--- config.mk ---
export PLATFORM = sky130hd
export DESIGN_NAME = wb_arbiter
export DESIGN_NICKNAME = d
export VERILOG_FILES = /design/src/rtl/wb_arbiter.sv
export SDC_FILE = /design/constraint.sdc
export NUM_CORES = 1
export LEC_CHECK = 0
export ABC_CLOCK_PERIOD_IN_PS = 4400
export CORE_MARGIN = 3
export CORE_UTILIZATION = 43
export CTS_CLUSTER_SIZE = 28
export DETAILED_ROUTE_END_ITERATION = 12
export PLACE_DENSITY = 0.89
export SYNTH_ARGS = -nofsm -noshare
export SYNTH_HDL_FRONTEND = slang
export SYNTH_SLANG_ARGS = --single-unit
--- constraint.sdc ---
create_clock -name clk -period 4.4 [get_ports clk]
set_input_delay 0.66 -clock clk [delete_from_list [all_inputs] [get_ports clk]]
set_output_delay 0.66 -clock clk [all_outputs]
set_load 0.005 [all_outputs]
--- src/rtl/wb_arbiter.sv ---
// Writeback arbiter: three units (LSU, IXU1, IXU2) share register-file write slots.
// Same-rd collisions are resolved by a rotating (or fixed) priority; losers are held off.
module wb_arbiter #(
  parameter bit RR_EN = 1'b1
) (
  input  logic        clk,
  input  logic        rst_n,

  input  logic        lsu_wb_valid,
  input  logic [4:0]  lsu_wb_rd,
  input  logic [31:0] lsu_wb_data,
  output logic        lsu_wb_ready,
  input  logic        ixu1_wb_valid,
  input  logic [4:0]  ixu1_wb_rd,
  input  logic [31:0] ixu1_wb_data,
  output logic        ixu1_wb_ready,
  input  logic        ixu2_wb_valid,
  input  logic [4:0]  ixu2_wb_rd,
  input  logic [31:0] ixu2_wb_data,
  output logic        ixu2_wb_ready,

  output logic        lsu_wr_en,
  output logic [4:0]  lsu_rd,
  output logic [31:0] lsu_wr_data,
  output logic        ixu1_wr_en,
  output logic [4:0]  ixu1_rd,
  output logic [31:0] ixu1_wr_data,
  output logic        ixu2_wr_en,
  output logic [4:0]  ixu2_rd,
  output logic [31:0] ixu2_wr_data,

  input  logic        cnt_clr,
  output logic [15:0] conflict_cnt
);

  localparam int N = 3;

  logic [N-1:0] valid;
  logic [4:0]   req_rd   [N];
  logic [31:0]  req_data [N];

  assign valid       = {ixu2_wb_valid, ixu1_wb_valid, lsu_wb_valid};
  assign req_rd[0]   = lsu_wb_rd;
  assign req_rd[1]   = ixu1_wb_rd;
  assign req_rd[2]   = ixu2_wb_rd;
  assign req_data[0] = lsu_wb_data;
  assign req_data[1] = ixu1_wb_data;
  assign req_data[2] = ixu2_wb_data;

  logic [1:0]   ptr, ptr_next;
  logic [1:0]   order [N];   // order[p] is the unit holding priority slot p
  logic [N-1:0] denied;
  logic [N-1:0] ready;
  logic [N-1:0] fire;
  logic [N-1:0] lost;
  logic         any_lost;

  // NOTE: every always_comb output gets a default first so no path leaves it unassigned (no latch).
  always_comb begin
    order[0] = ptr;
    order[1] = (ptr == 2'd2) ? 2'd0 : 2'(ptr + 2'd1);
    order[2] = (ptr == 2'd0) ? 2'd2 : 2'(ptr - 2'd1);
  end

  always_comb begin
    denied = '0;
    for (int p = 1; p < N; p++) begin
      for (int q = 0; q < p; q++) begin
        if (valid[order[q]] && (req_rd[order[q]] == req_rd[order[p]]))
          denied[order[p]] = 1'b1;
      end
    end
  end

  assign ready    = rst_n ? ~denied : '0;
  assign fire     = valid & ready;
  assign lost     = valid & denied;
  assign any_lost = |lost;

  // Scan lowest priority first so the highest-priority loser wins the pointer.
  always_comb begin
    ptr_next = ptr;
    if (RR_EN) begin
      for (int p = N - 1; p >= 0; p--) begin
        if (lost[order[p]])
          ptr_next = order[p];
      end
    end else begin
      ptr_next = 2'd0;
    end
  end

  logic [N-1:0] wr_en_q;
  logic [4:0]   rd_q   [N];
  logic [31:0]  data_q [N];
  logic [15:0]  cnt_q;

  // NOTE: sequential state uses non-blocking assignments so every flop samples pre-edge values.
  always_ff @(posedge clk or negedge rst_n) begin
    if (!rst_n) begin
      ptr     <= 2'd0;
      wr_en_q <= '0;
      cnt_q   <= '0;
      for (int i = 0; i < N; i++) begin
        rd_q[i]   <= '0;
        data_q[i] <= '0;
      end
    end else begin
      ptr     <= ptr_next;
      wr_en_q <= fire;
      for (int i = 0; i < N; i++) begin
        if (fire[i]) begin
          rd_q[i]   <= req_rd[i];
          data_q[i] <= req_data[i];
        end
      end
      if (cnt_clr)
        cnt_q <= '0;
      else if (any_lost && (cnt_q != 16'hFFFF))
        cnt_q <= cnt_q + 16'd1;
    end
  end

  assign lsu_wb_ready  = ready[0];
  assign ixu1_wb_ready = ready[1];
  assign ixu2_wb_ready = ready[2];

  assign lsu_wr_en     = wr_en_q[0];
  assign lsu_rd        = rd_q[0];
  assign lsu_wr_data   = data_q[0];
  assign ixu1_wr_en    = wr_en_q[1];
  assign ixu1_rd       = rd_q[1];
  assign ixu1_wr_data  = data_q[1];
  assign ixu2_wr_en    = wr_en_q[2];
  assign ixu2_rd       = rd_q[2];
  assign ixu2_wr_data  = data_q[2];

  assign conflict_cnt  = cnt_q;

endmodule

==> run summary, run 1 <==
## Status
- complete, no violations — result of the run

## Placement
- 0.4396 ns — minimum setup slack after placement
- 0.8221 — Final GP Congestion
- 12.20 mm — detailed-placement wirelength estimate
- 8726 µm² — cell area after placement
- 249 — Port Buf Inserts

## Power
- 0.001180 W — Net Sw Power
- 257.4 µV — Max VDD drop
- 31.7% — part of the total power dissipated in combinational logic
- 464.3 nW/µm² — power density of the placed cells
- 32.3% — clock share of power
- 0.003153 W — Pint
- 36.0% — sequential share of power
- 27.24% — switching part of the total power
- 0.004333 W — overall power of the completed layout
- 3.805 nW — static leakage power

## Floorplanning
- 250 — number of top-level pins
- 15530 µm² — total die area
- 42 — count of standard-cell rows
- 124.6 µm — Die X
- 44.81% — starting utilization of the core area
- 13510 µm² — Std-Cell Core Area
- 124.6 µm — Die Span Y

## Synth
- 43 — distinct cell type count after synthesis
- 54.58% — sequential-to-total area share from yosys stat
- 578 — number of nets in the synthesized netlist
- 13.27 µm² — average cell area after synthesis
- dfrtp_1 — most used flip-flop cell after synthesis
- 6052 µm² — Syn Std Cell Area
- 456 — gate count after technology mapping
- 0 — number of flops mapped to enable cells by yosys
- 132 — FF+latch count, synth
- 3.329% — xor and xnor area share after synthesis
- 5.086% — fraction of the mapped netlist area in compound gates
- 100.0% — share of flip-flops with an asynchronous set or reset
- 0 — Warnings, synthesis
- 7.567% — area share of and/or/nand/nor cells after synthesis
- 1.034% — adder-cell share of the synthesized area
- multiplexers — dominant combinational cell family by area after synthesis
- 25.68% — mux contribution to synthesized area

## STA
- 239.3 MHz — peak clock frequency supported by timing
- 0 — final setup vio count
- 94.98% — share of the clock period used by the worst path after layout
- false — setup repair after global routing missed its margin
- 0 ns — setup_tns
- 4.179 ns — clock period minus final worst setup slack
- 0.9129 ns — worst-margin pin slew
- 0.2211 ns — minimum setup slack in the final design
- 0 — final number of max-transition violations
- 39.14% — worst slew slack as a fraction of its limit
- 0 — Hold Fails Final Rpt
- 0.4034 ns — worst hold slack
- 0.005943 ns — worst clock skew

## Global routing
- 0 — initial antenna violation count
- 6.647% — met3 Use GR
- 39.15% — met2 Resource Use GR
- 22.70% — fraction of met1 tracks used by global routing
- met2 — most congested layer reported by global routing
- 5178 — vias in the first global route
- 75 — maximum number of pins on one net before global-route repair
- 0 — overflow left after global routing
- 21.37% — Total Routing Usage GR
- 26.59 mm — first-pass GRT wire length

## Worst setup path
- 3.52 ns — Arrival @ worst endpoint
- conflict_cnt[14] — worst reg2reg endpoint
- flop to primary output — start-to-end type of the worst setup path
- primary output — kind of end point of the critical path
- 0.69 ns — setup slack of the worst register-to-register path
- 3.74 ns — data required time of the critical path
- 12 — cell depth of the worst flop-to-flop path
- flop — type of origin of the critical path
- 12 — maximum fanout along the worst path
- ptr[1] — Critical R2R Launch

## Clock tree
- 17 — Inserted Clock Buffers
- 0.41 ns — Clk Latency, worst-skew pair
- 2 — number of buffers on the longest clock path
- 0 — Post-CTS Setup Repair Bufs
- 4 — maximum level of the CTS H-tree
- 0.06 ns — Reg clk slew, reported paths
- done — CTS tree
- clkbuf_16 — root buf cell
- 132 — number of clock sinks

## Cells and area
- 9333 µm² — final non-filler cell area
- 910 — number of inserted filler cells in the final layout
- 23.20% — share of final-layout standard cells stronger than drive strength 1
- 54.21% — Synth-to-Final Area Change
- 833 — number of nets in the final layout
- 0 — number of antenna cells inserted

## Drt
- 0 — Final ANT Viol Nets
- 0 — number of remaining DRC errors
- 5.057 — number of vias per cell
- 18.12 µm — average routed wire per standard cell
- 4 — first-pass iteration count of the detailed router
- 4551 — Via Count
- 233 — iteration-0 DRC count of the detailed router
- 16.31 mm — Routed WL

## Hold path
- input port to async pin — Tightest Hold Check Type

## Job
- 0 — # Max-Cap Violations

[power by group through the flow]
| stage | combinational, W | clock, W | sequential [W] |
|---|---|---|---|
| floorplan | 0.000635 | 0 | 0.00158 |
| global placement | 0.00133 | 0 | 0.00156 |
| detailed placement | 0.00136 | 0 | 0.00158 |
| CTS | 0.00138 | 0.00143 | 0.00156 |
| global route | 0.00147 | 0.00149 | 0.00159 |
| finish | 0.00137 | 0.00140 | 0.00156 |
[routing by layer]
metal  routed length [µm]  vias to the layer above
met5                    0                        -
met4                  424                        0
met3                 1019                       32
met2                 8749                      154
met1                 6119                     2226
li1                     -                     2139
[cells by family (layout without fill, tap and decap cells)]
family                     count (synthesis)  count (layout)
muxes                                    139             139
DFF                                      132             132
and+or+nand+nor                           86              86
AOI/OAI and AO/OA                         39              39
buffers and inverters                     32             300
xor gates and xnor gates                  23              23
adders and majority gates                  5               5
[cells in the mapped netlist (all sizes together) (3+ instances only)]
cell type,number,area (µm²)
ha,5,62.56
nand3,10,50.05
mux2i,25,262.8
o21ai,6,30.03
and3,3,18.77
mux2,114,1291
or3,4,25.02
nor2b,6,37.54
nor3,8,40.04
xor2,6,52.55
o22ai,3,25.02
nand2,14,52.55
dfrtp,132,3303
buf,19,116.4
nor2,21,78.83
a21oi,10,50.05
nand4,4,25.02
nand3b,4,30.03
o2bb2ai,9,78.83
nand2b,7,43.79
inv,11,41.29
xnor2,17,148.9
[sequential cells by signal (all words and copies together), names as in the netlist]
signal,cells
conflict_cnt,16
ixu1_rd,5
ixu1_wr_data,32
ixu2_rd,5
ixu2_wr_data,32
lsu_rd,5
lsu_wr_data,32
ptr,2
wr_en_q,3
[cell type report]
cell class	instances	area [µm²]	area share, %
clock buffer	20	466.7	5.001
multi-input combinational	292	2597	27.83
clock inverter	12	127.6	1.367
sequential	132	3304	35.41
timing repair buffer	257	2575	27.59
inverter	11	41.29	0.4424
tap	176	220.2	2.360
[metrics by stage]
stage	instances	utilization [%]
after floorplan	456	-
after global placement	868	64.61
after detailed placement	868	64.61
after CTS	900	69.03
after global routing	900	69.10
final	900	69.10
[cell usage in the layout (no fill, tap or decap), types with 3 or more instances in the layout]
cell type / n
nand2b_1: 7
mux2i_1: 23
clkinv_2: 4
clkbuf_16: 17
o2bb2ai_1: 9
nor2b_1: 5
nand4_1: 4
nand3_1: 10
ha_1: 3
clkbuf_8: 3
nand3b_1: 4
nor3_1: 8
inv_1: 11
clkdlybuf4s50_1: 248
o21ai_0: 6
dfrtp_1: 131
nand2_1: 13
or3_1: 4
xor2_1: 6
clkinvlp_4: 4
and3_1: 3
buf_4: 7
mux2_2: 112
xnor2_1: 17
a21oi_1: 10
nor2_1: 21
[worst max-delay path by stage]
stage	start	to	slack (ns)
2_1_floorplan	ptr[0]	ixu2_wr_data[12]	1.09
3_3_place_gp	ptr[1]	lsu_wb_ready	0.54
3_5_place_dp	ptr[1]	lsu_wb_ready	0.44
4_1_cts	ptr[1]	ixu2_wb_ready	0.002
5_1_grt	ptr[1]	lsu_wb_ready	0.02
6_report	ptr[1]	lsu_wb_ready	0.22
[repair_timing]
action | in CTS | in global routing
endpoints found under the setup margin | 1 | 3
pin swaps | 0 | 0
resized for setup | 1 | 4
hold buffers | 0 | 0
[critical path: stages, from the launching register on]
cell	delay (ns)
dfrtp_2	0.48
inv_1	0.14
ha_2	0.54
mux2i_1	0.35
xnor2_1	0.16
nand4_1	0.12
o32a_4	0.42
mux2i_4	0.22
nor2_1	0.14
clkdlybuf4s50_1	0.52
Note: power is estimated with default switching activity, not from simulation.
==> run 2: changes to the inputs <==
--- a/config.mk
+++ b/config.mk
@@ -7,10 +7,10 @@
 export LEC_CHECK = 0
 export ABC_CLOCK_PERIOD_IN_PS = 4400
 export CORE_MARGIN = 3
-export CORE_UTILIZATION = 43
+export CORE_UTILIZATION = 30
 export CTS_CLUSTER_SIZE = 28
 export DETAILED_ROUTE_END_ITERATION = 12
-export PLACE_DENSITY = 0.89
+export PLACE_DENSITY = 0.69
 export SYNTH_ARGS = -nofsm -noshare
 export SYNTH_HDL_FRONTEND = slang
 export SYNTH_SLANG_ARGS = --single-unit
==> run 2 against run 1 <==
Cell count is 9.9% higher. Combinational power hardly changed. Register-to-register slack better by 0.11 ns. Via count is 0.15% lower. Sequential share of layout area is 0.40 points lower. Die area is 41% higher. Total power is 0.79% lower. Largest power group unchanged. Worst setup slack better by 0.033 ns. Critical path type unchanged. Sequential power hardly changed. Critical path depth is 1 higher. Count of clock-buffer cells in the layout stayed put. Hold slack worse by 0.29 ns.
==> run summary, run 2 (synthesis gave the netlist of run 1 again) <==
## Floorplanning
- 148.0 µm — Die Span Y
- 21910 µm² — total die area
- 19650 µm² — Std-Cell Core Area
- 148.0 µm — Die X
- 30.79% — starting utilization of the core area
- 51 — count of standard-cell rows
- 250 — number of top-level pins

## Worst setup path
- 3.74 ns — data required time of the critical path
- 11 — maximum fanout along the worst path
- clkdlybuf4s50_1 — critical path's slowest cell
- 12 — cell depth of the worst flop-to-flop path
- 3.49 ns — Arrival @ worst endpoint
- flop — type of origin of the critical path
- inv_1 > ha_2 > buf_4 > mux2i_1 > xnor2_1 > nand4_1 > o32a_4 > mux2i_4 > nor2_1 > clkdlybuf4s50_1 — cell-by-cell listing of the critical path
- 10 — Worst path depth
- buffers and inverters — cell family with most CP delay
- flop to primary output — start-to-end type of the worst setup path
- primary output — kind of end point of the critical path
- 0.54 ns — biggest cell delay along the critical path
- ptr[1] — origin of the worst setup path
- 0.80 ns — setup slack of the worst register-to-register path
- ptr[1] — Critical R2R Launch
- 3 — count of buffer and inverter cells on the critical path

## Cells and area
- 3304 µm² — Seq. cell area
- 0 — number of antenna cells inserted
- 23.20% — share of final-layout standard cells stronger than drive strength 1
- 834 — number of nets in the final layout
- 989 — Finished Layout Cells
- clkdlybuf4s50_1 (248), dfrtp_1 (131), mux2_2 (112) — most frequent cells in the layout
- 48.03% — final standard cell utilization of the core
- 1803 — number of inserted filler cells in the final layout
- 2596 µm² — area of the multi-input gates
- clkdlybuf4s50_1 — leading cell type in the layout, fill and taps excluded
- 55.99% — Synth-to-Final Area Change

## Placement
- 12.33 mm — detailed-placement wirelength estimate
- 0.8149 — Final GP Congestion
- 249 — Port Buf Inserts
- 958 — placed insts

## Global routing
- 0 — initial antenna violation count
- 15.29% — Total Routing Usage GR
- 61 — maximum number of pins on one net before global-route repair
- 0 — overflow left after global routing
- 4944 — vias in the first global route
- 26.52 mm — first-pass GRT wire length

## Drt
- 4.595 — number of vias per cell
- 16.96 µm — average routed wire per standard cell
- 4 — first-pass iteration count of the detailed router
- 0 — number of remaining DRC errors
- 199 — iteration-0 DRC count of the detailed router
- 16.77 mm — Routed WL
- 4544 — Via Count
- 0 — Final ANT Viol Nets

## STA
- 0.1119 ns — worst hold slack
- false — setup repair after global routing missed its margin
- 94.23% — share of the clock period used by the worst path after layout
- 0.7946 ns — worst-margin pin slew
- 47.03% — worst slew slack as a fraction of its limit
- 0 — Hold Fails Final Rpt
- 0 — final setup vio count
- 0.01222 ns — worst clock skew
- 0 ns — setup_tns
- 4.146 ns — clock period minus final worst setup slack
- 241.2 MHz — peak clock frequency supported by timing
- 0 — final number of max-transition violations

## Clock tree
- 132 — number of clock sinks
- done — CTS tree
- 2 — number of buffers on the longest clock path
- 17 — Inserted Clock Buffers
- 0.06 ns — Reg clk slew, reported paths
- 0.41 ns — Clk Latency, worst-skew pair
- clkbuf_16 — root buf cell
- 4 — maximum level of the CTS H-tree

## Power
- 31.9% — clock share of power
- 0.003101 W — Pint
- 244.6 µV — Max VDD drop
- 27.86% — switching part of the total power
- 32.0% — part of the total power dissipated in combinational logic
- 455.4 nW/µm² — power density of the placed cells
- 0.001198 W — Net Sw Power
- 36.1% — sequential share of power
- 3.815 nW — static leakage power

## Job
- 0 — # Max-Cap Violations

## Status
- complete, no violations — result of the run

## Hold path
- input port to async pin — Tightest Hold Check Type

run 2: worst register-to-register path: stages (launching register included):
cell and delay [ns]:
dfrtp_2 0.48, inv_1 0.17, ha_2 0.39, mux2i_1 0.24, o2bb2ai_1 0.14, xor2_1 0.19, nor3_1 0.42, nand2_1 0.15
o22ai_1 0.40, a221oi_4 0.08, nor4_4 0.37, nand3_1 0.16, mux2_4 0.31
run 2: final cells by class:
type	count	area share, %
clock inverter	11	1.074
inverter	11	0.4374
timing repair buffer	258	27.53
clock buffer	20	4.944
sequential	132	35.00
multi-input combinational	292	27.50
tap	265	3.512
run 2: per-layer routing:
metal | vias up | wire length [µm] | track usage, %
met2 | 139 | 8405 | 25.33
met5 | - | 0 | 0
met3 | 15 | 1246 | 6.009
met4 | 0 | 231 | 4.527
li1 | 2133 | - | -
met1 | 2257 | 6889 | 18.48
run 2: metrics by stage:
step	worst slack [ns]	total power (W)	instance area (µm²)
detailed placement	0.4531	0.002955	8864
finish	0.2539	0.004299	9440
global placement	0.5076	0.002944	8864
global route	0.08144	0.004527	9440
floorplan	1.092	0.002215	6052
CTS	0.02853	0.004360	9432
run 2: repair_timing:
action	in CTS	in global routing
gates resized for setup	0	4
endpoints found under the setup margin	0	3
buffers inserted	0	0
hold buffers	0	0
run 2: worst paths after layout:
path | end
setup / recovery | lsu_wb_ready
max in group asynchronous | ixu2_wr_data[31]
hold reg to reg | lsu_rd[3]
setup reg to reg | conflict_cnt[15]
hold / removal | ixu1_wr_data[0]
min in group clk | lsu_rd[3]
run 2: power by group through the flow:
stage	sequential, W	combinational (W)	clock [W]
5_1_grt	0.00158	0.00148	0.00147
6_report	0.00155	0.00138	0.00137
3_5_place_dp	0.00157	0.00138	0
3_3_place_gp	0.00156	0.00138	0
4_1_cts	0.00155	0.00139	0.00142
2_1_floorplan	0.00158	0.000635	0
==> run 3: changes to the inputs <==
--- a/config.mk
+++ b/config.mk
@@ -6,6 +6,7 @@
 export NUM_CORES = 1
 export LEC_CHECK = 0
 export ABC_CLOCK_PERIOD_IN_PS = 4400
+export CAP_MARGIN = 10
 export CORE_MARGIN = 3
 export CORE_UTILIZATION = 30
 export CTS_CLUSTER_SIZE = 28
@@ -14,3 +15,4 @@
 export SYNTH_ARGS = -nofsm -noshare
 export SYNTH_HDL_FRONTEND = slang
 export SYNTH_SLANG_ARGS = --single-unit
+export TNS_END_PERCENT = 20
==> results of run 3 <==
No change in the layout: final DEF, timing and power equal those of run 2.
==> RTL change 1, RTL diff (flow settings as in run 2) <==
Change the parameter `RR_EN` from 1'b1 to 1'b0.
--- a/src/rtl/wb_arbiter.sv
+++ b/src/rtl/wb_arbiter.sv
@@ -2,5 +2,5 @@
 // Same-rd collisions are resolved by a rotating (or fixed) priority; losers are held off.
 module wb_arbiter #(
-  parameter bit RR_EN = 1'b1
+  parameter bit RR_EN = 1'b0
 ) (
   input  logic        clk,
Behaviour: not the same (a bounded check fails within 4 cycles, from zero or initial values and one cycle with rst_n low).
==> RTL change 1 against run 2 <==
  * Worst setup slack improved by 0.89 ns
  * Critical path type is now input port to output pin
  * Routed wire length decreased by 13%
  * Highest routed layer unchanged
  * Sequential cell count decreased by 2
  * Utilization increased by 2.8 points
  * Sequential share of layout area increased by 2.8 points
  * Design area decreased by 8.8%
  * Area after synthesis decreased by 12%
  * Power decreased by 15%
  * Hold slack improved by 0.17 ns
  * Via count decreased by 13%
==> RTL change 1: results (changes against run 2) <==
Logic synthesis
  • Mapped Nets: 485 (was 578)
  • Synth top cells by count: dfrtp_1 (130), mux2_2 (113), a21oi_1 (13) (was dfrtp_1 (132), mux2_2 (112), mux2i_1 (24))
  • Xor and xnor area share after synthesis: 0.0248 (was 0.0333)
  • Synth cell types: 31 (was 43)
  • Ys Warns: 0 (unchanged)
  • Seq/Total Area, Yosys: 0.613 (was 0.546)
  • Ranking of synthesized cells by area: dfrtp_1 (61%), mux2_2 (24%), xnor2_1 (1.8%) (was dfrtp_1 (55%), mux2_2 (21%), mux2i_1 (4.0%))
  • Mux cell area share after synthesis: 0.240 (was 0.257)
  • Synthesized instance count: 367 (was 456)
  • Compound-gate portion of the synthesized area: 0.0349 (was 0.0509)

Finish
  • Fill count: 1,459 (was 1,803)
  • Fin nets: 735 (was 834)
  • Proportion of layout cells with a drive suffix above 1: 0.245 (was 0.232)

Global route
  • First-pass GRT wire length: 23.7 mm (was 26.5 mm)
  • Tot GR Track Use: 0.155 (was 0.153)
  • Number of global-route vias before repair: 4,422 (was 4,944)
  • Pin count of the biggest net entering global routing: 78 (was 61)

Place
  • Placed Cells incl. Taps: 818 (was 958)
  • DP Worst Slack: 0.913 ns (was 0.453 ns)
  • Gpl congestion: 0.823 (was 0.815)
  • Post-detail-place hpwl: 10.9 mm (was 12.3 mm)
  • Post-placement cell area: 7990 sq um (was 8860 sq um)
  • Port Buf Inserts: 249 (unchanged)

Routing
  • Via density: 4.65 (was 4.59)
  • Via count: 3,947 (was 4,544)
  • Routed len/inst: 17.3 um (was 17.0 um)
  • Initial DRC count: 127 (was 199)

Worst setup path
  • Critical path arrival: 2.60 ns (was 3.49 ns)
  • Max incr delay on CP: 0.50 ns (was 0.54 ns)
  • Crit path max fanout: 3 (was 11)
  • CP delay by family, top: buffers and inverters (unchanged)

Timing
  • Clock skew: 0.00339 ns (was 0.0122 ns)
  • Worst-margin pin slew: 1.07 ns (was 0.795 ns)

Status
  • Status: finished, final reports clean (unchanged)

Clocking
  • CTS root buf: clkbuf_16 (unchanged)

Power and ir drop
  • Pleak: 0.00347 uW (was 0.00381 uW)
  • Peak supply drop: 250 uV (was 245 uV)

Min path
  • Hold Crit Class: input port to async pin (unchanged)
[RTL change 1: cell types whose count changed after synthesis, sizes merged, moves of 6 or more]
cell and change:
or4 +11, o31ai +11, mux2i -25, nand2b -7
nor2 -15, xnor2 -6, inv -7, o2bb2ai -9
nor3 -8
[RTL change 1: cell families after synthesis]
logic type                 Yosys count
adders and majority gates            1
DFF                                130
xor gates and xnor gates            15
muxes                              113
and+or+nand+nor                     53
buffers and inverters               25
AOI/OAI and AO/OA                   30
[RTL change 1: area by class of cell]
class                           instances  area share
Sequential cell                       130       0.378
Timing Repair Buffer                  252       0.292
Multi-Input combinational cell        212       0.224
Clock buffer                           18      0.0510
Tap cell                              220      0.0320
Clock inverter                         13      0.0215
Inverter                                4     0.00174
[RTL change 1: metal layers]
| metal | vias to the layer above | wire (um) | global-route usage |
|---|---|---|---|
| met5 | - | 0 | 0 |
| met4 | 0 | 249 | 0.0510 |
| met3 | 17 | 1380 | 0.0721 |
| met2 | 161 | 7640 | 0.270 |
| met1 | 1948 | 5390 | 0.166 |
| li1 | 1821 | - | - |
[RTL change 1: final timing paths]
| kind | from | end | slack [ns] | depth (start not counted) |
|---|---|---|---|---|
| max | lsu_wb_rd[0] | ixu1_wb_ready | 1.14 | 6 |
| min | rst_n | conflict_cnt[8] | 0.28 | 1 |
| max reg2reg | conflict_cnt[6] | conflict_cnt[5] | 2.27 | 6 |
| min reg2reg | ixu1_wr_data[28] | ixu1_wr_data[28] | 0.50 | 1 |
| max in group asynchronous | rst_n | ixu1_wr_data[11] | 2.93 | 2 |
| min in group clk | ixu1_wr_data[28] | ixu1_wr_data[28] | 0.50 | 1 |
[RTL change 1: power breakdown]
part           internal (uW)  switching (uW)  leakage [uW]
clock network            960             520      0.000302
registers               1360            84.8       0.00157
logic                    500             215       0.00160
total                   2820             820       0.00347
==> RTL change 2, RTL diff (config.mk and constraints of run 2) <==
Made on the original files. Make the reset (`rst_n`) synchronous in one clocked block.
--- a/src/rtl/wb_arbiter.sv
+++ b/src/rtl/wb_arbiter.sv
@@ -97,5 +97,5 @@
 
   // NOTE: sequential state uses non-blocking assignments so every flop samples pre-edge values.
-  always_ff @(posedge clk or negedge rst_n) begin
+  always_ff @(posedge clk) begin
     if (!rst_n) begin
       ptr     <= 2'd0;
Function: differs if rst_n is asserted again (counterexample within 4 cycles, from zero or initial values and one cycle with rst_n low); with rst_n held inactive, the same outputs for 4 cycles.
==> RTL change 2 against run 2 <==
  * Worst setup slack better by 0.053 ns
  * Die area is 0.20% lower
  * Via count is 3.4% higher
  * Design area is 0.66% higher
  * Clock skew is 0.0051 ns lower
  * Area after synthesis is 0.21% lower
  * Sequential cell count stayed put
  * Routed wire length is 2.7% higher
  * Power is 15% lower
  * Critical path depth stayed put
  * Non-clock buffer count is 7 higher
  * First-iteration DRC count is 53% higher
  * Synthesized cell count is 4.2% higher
  * Critical path type unchanged
  * Critical endpoint unchanged
==> RTL change 2: results (changes against run 2) <==
Status
  • Status: finished, final reports clean (unchanged)

Worst setup path
  • CP delay by family, top: simple AND/OR/NAND/NOR gates (was buffers and inverters)
  • FF-to-FF End: conflict_cnt[9] (was conflict_cnt[15])
  • R2R Path Start: ptr[0] (was ptr[1])
  • Max incr delay on CP: 0.49 ns (was 0.54 ns)
  • Last element of the critical path: lsu_wb_ready (unchanged)
  • R2R setup slack: 0.52 ns (was 0.80 ns)
  • Critical path arrival: 3.43 ns (was 3.49 ns)

Finish
  • Comb_multi_in: 305 (was 292)
  • # clk buffers: 17 (was 20)
  • Fin nets: 852 (was 834)
  • Fill count: 1,758 (was 1,803)
  • Non-CTS buffers: 265 (was 258)
  • Proportion of layout cells with a drive suffix above 1: 0.0915 (was 0.232)
  • Final Core Density: 0.485 (was 0.480)
  • Clock network area share: 0.0600 (was 0.0602)
  • Register Area: 3750 sq um (was 3300 sq um)
  • Non-clock buffering overhead: 0.282 (was 0.275)
  • Multi-input logic area: 2140 sq um (was 2600 sq um)

Logic synthesis
  • Async set-reset flop share out of synthesis: 0 (was 1.00)
  • Synth cell types: 54 (was 43)
  • Mapped Nets: 597 (was 578)
  • Seq/Total Area, Yosys: 0.622 (was 0.546)
  • Primary FF master, synth: edfxtp_1 (was dfrtp_1)
  • Syn Area/Cell: 12.7 sq um (was 13.3 sq um)
  • Ranking of synthesized cells by area: edfxtp_1 (55%), nor2b_1 (12%), dfxtp_1 (7.0%) (was dfrtp_1 (55%), mux2_2 (21%), mux2i_1 (4.0%))
  • Synth top cells by count: nor2b_1 (112), edfxtp_1 (111), a21oi_1 (22) (was dfrtp_1 (132), mux2_2 (112), mux2i_1 (24))

Routing
  • Pre-antenna DRT Iters: 5 (was 4)
  • Routed len/inst: 17.1 um (was 17.0 um)
  • DR top layer: met5 (was met4)
  • Via density: 4.66 (was 4.59)
  • Initial DRC count: 305 (was 199)
  • Routed met2 length: 8.19 mm (was 8.41 mm)
  • WL met3: 1.65 mm (was 1.25 mm)

Power and ir drop
  • Sw frac: 0.261 (was 0.279)

Place
  • Gpl congestion: 0.824 (was 0.815)
  • Post-detail-place hpwl: 12.5 mm (was 12.3 mm)
  • Placed Cells incl. Taps: 976 (was 958)
  • Post-placement cell area: 8930 sq um (was 8860 sq um)

Min path
  • Hold Crit Class: flop to flop (was input port to async pin)

Global route
  • Initial antenna violation count: 1 (was 0)
  • Met1 GRT Util: 0.197 (was 0.185)
  • First-pass GRT wire length: 26.6 mm (was 26.5 mm)
  • Met3 global-route usage: 0.0619 (was 0.0601)
  • Pin count of the biggest net entering global routing: 68 (was 61)
  • M2 GR Usage: 0.248 (was 0.253)
  • Number of global-route vias before repair: 4,659 (was 4,944)

Timing
  • Fin crit share: 0.930 (was 0.942)
  • Worst-margin pin slew: 1.22 ns (was 0.795 ns)
  • Min Hold Slack: 0.510 ns (was 0.112 ns)
  • Clock skew: 0.00709 ns (was 0.0122 ns)
## RTL change 2: repair_timing
item | 4_1_cts | 5_1_grt
resized for setup | 0 | 2
setup endpoints to repair | 0 | 1
hold buffers | 0 | 0
## RTL change 2: tightest hold or removal path: cells and delay by family, from the launching register on
| family | cells | cell delay, ns |
|---|---|---|
| AOI/OAI and AO/OA | 2 | 0.14 |
| DFF | 1 | 0.33 |
## RTL change 2: power by group through the flow
stage / Sequential (uW) / Clock (uW) / Combinational (uW)
after floorplan: 1560 / 0 / 316
after global placement: 1540 / 0 / 760
after detailed placement: 1550 / 0 / 768
after CTS: 1520 / 1410 / 772
after global routing: 1530 / 1470 / 829
final: 1520 / 1370 / 765
## RTL change 2: kinds of logic (layout without fill, tap and decap cells)
kind of cell,count (synthesis),in the layout,synth area share
adders and majority gates,5,5,0.0104
and+or+nand+nor,191,191,0.195
AOI/OAI and AO/OA,76,76,0.0887
buffers and inverters,38,306,0.0305
xor gates and xnor gates,15,15,0.0218
muxes,18,18,0.0319
DFF,132,132,0.622
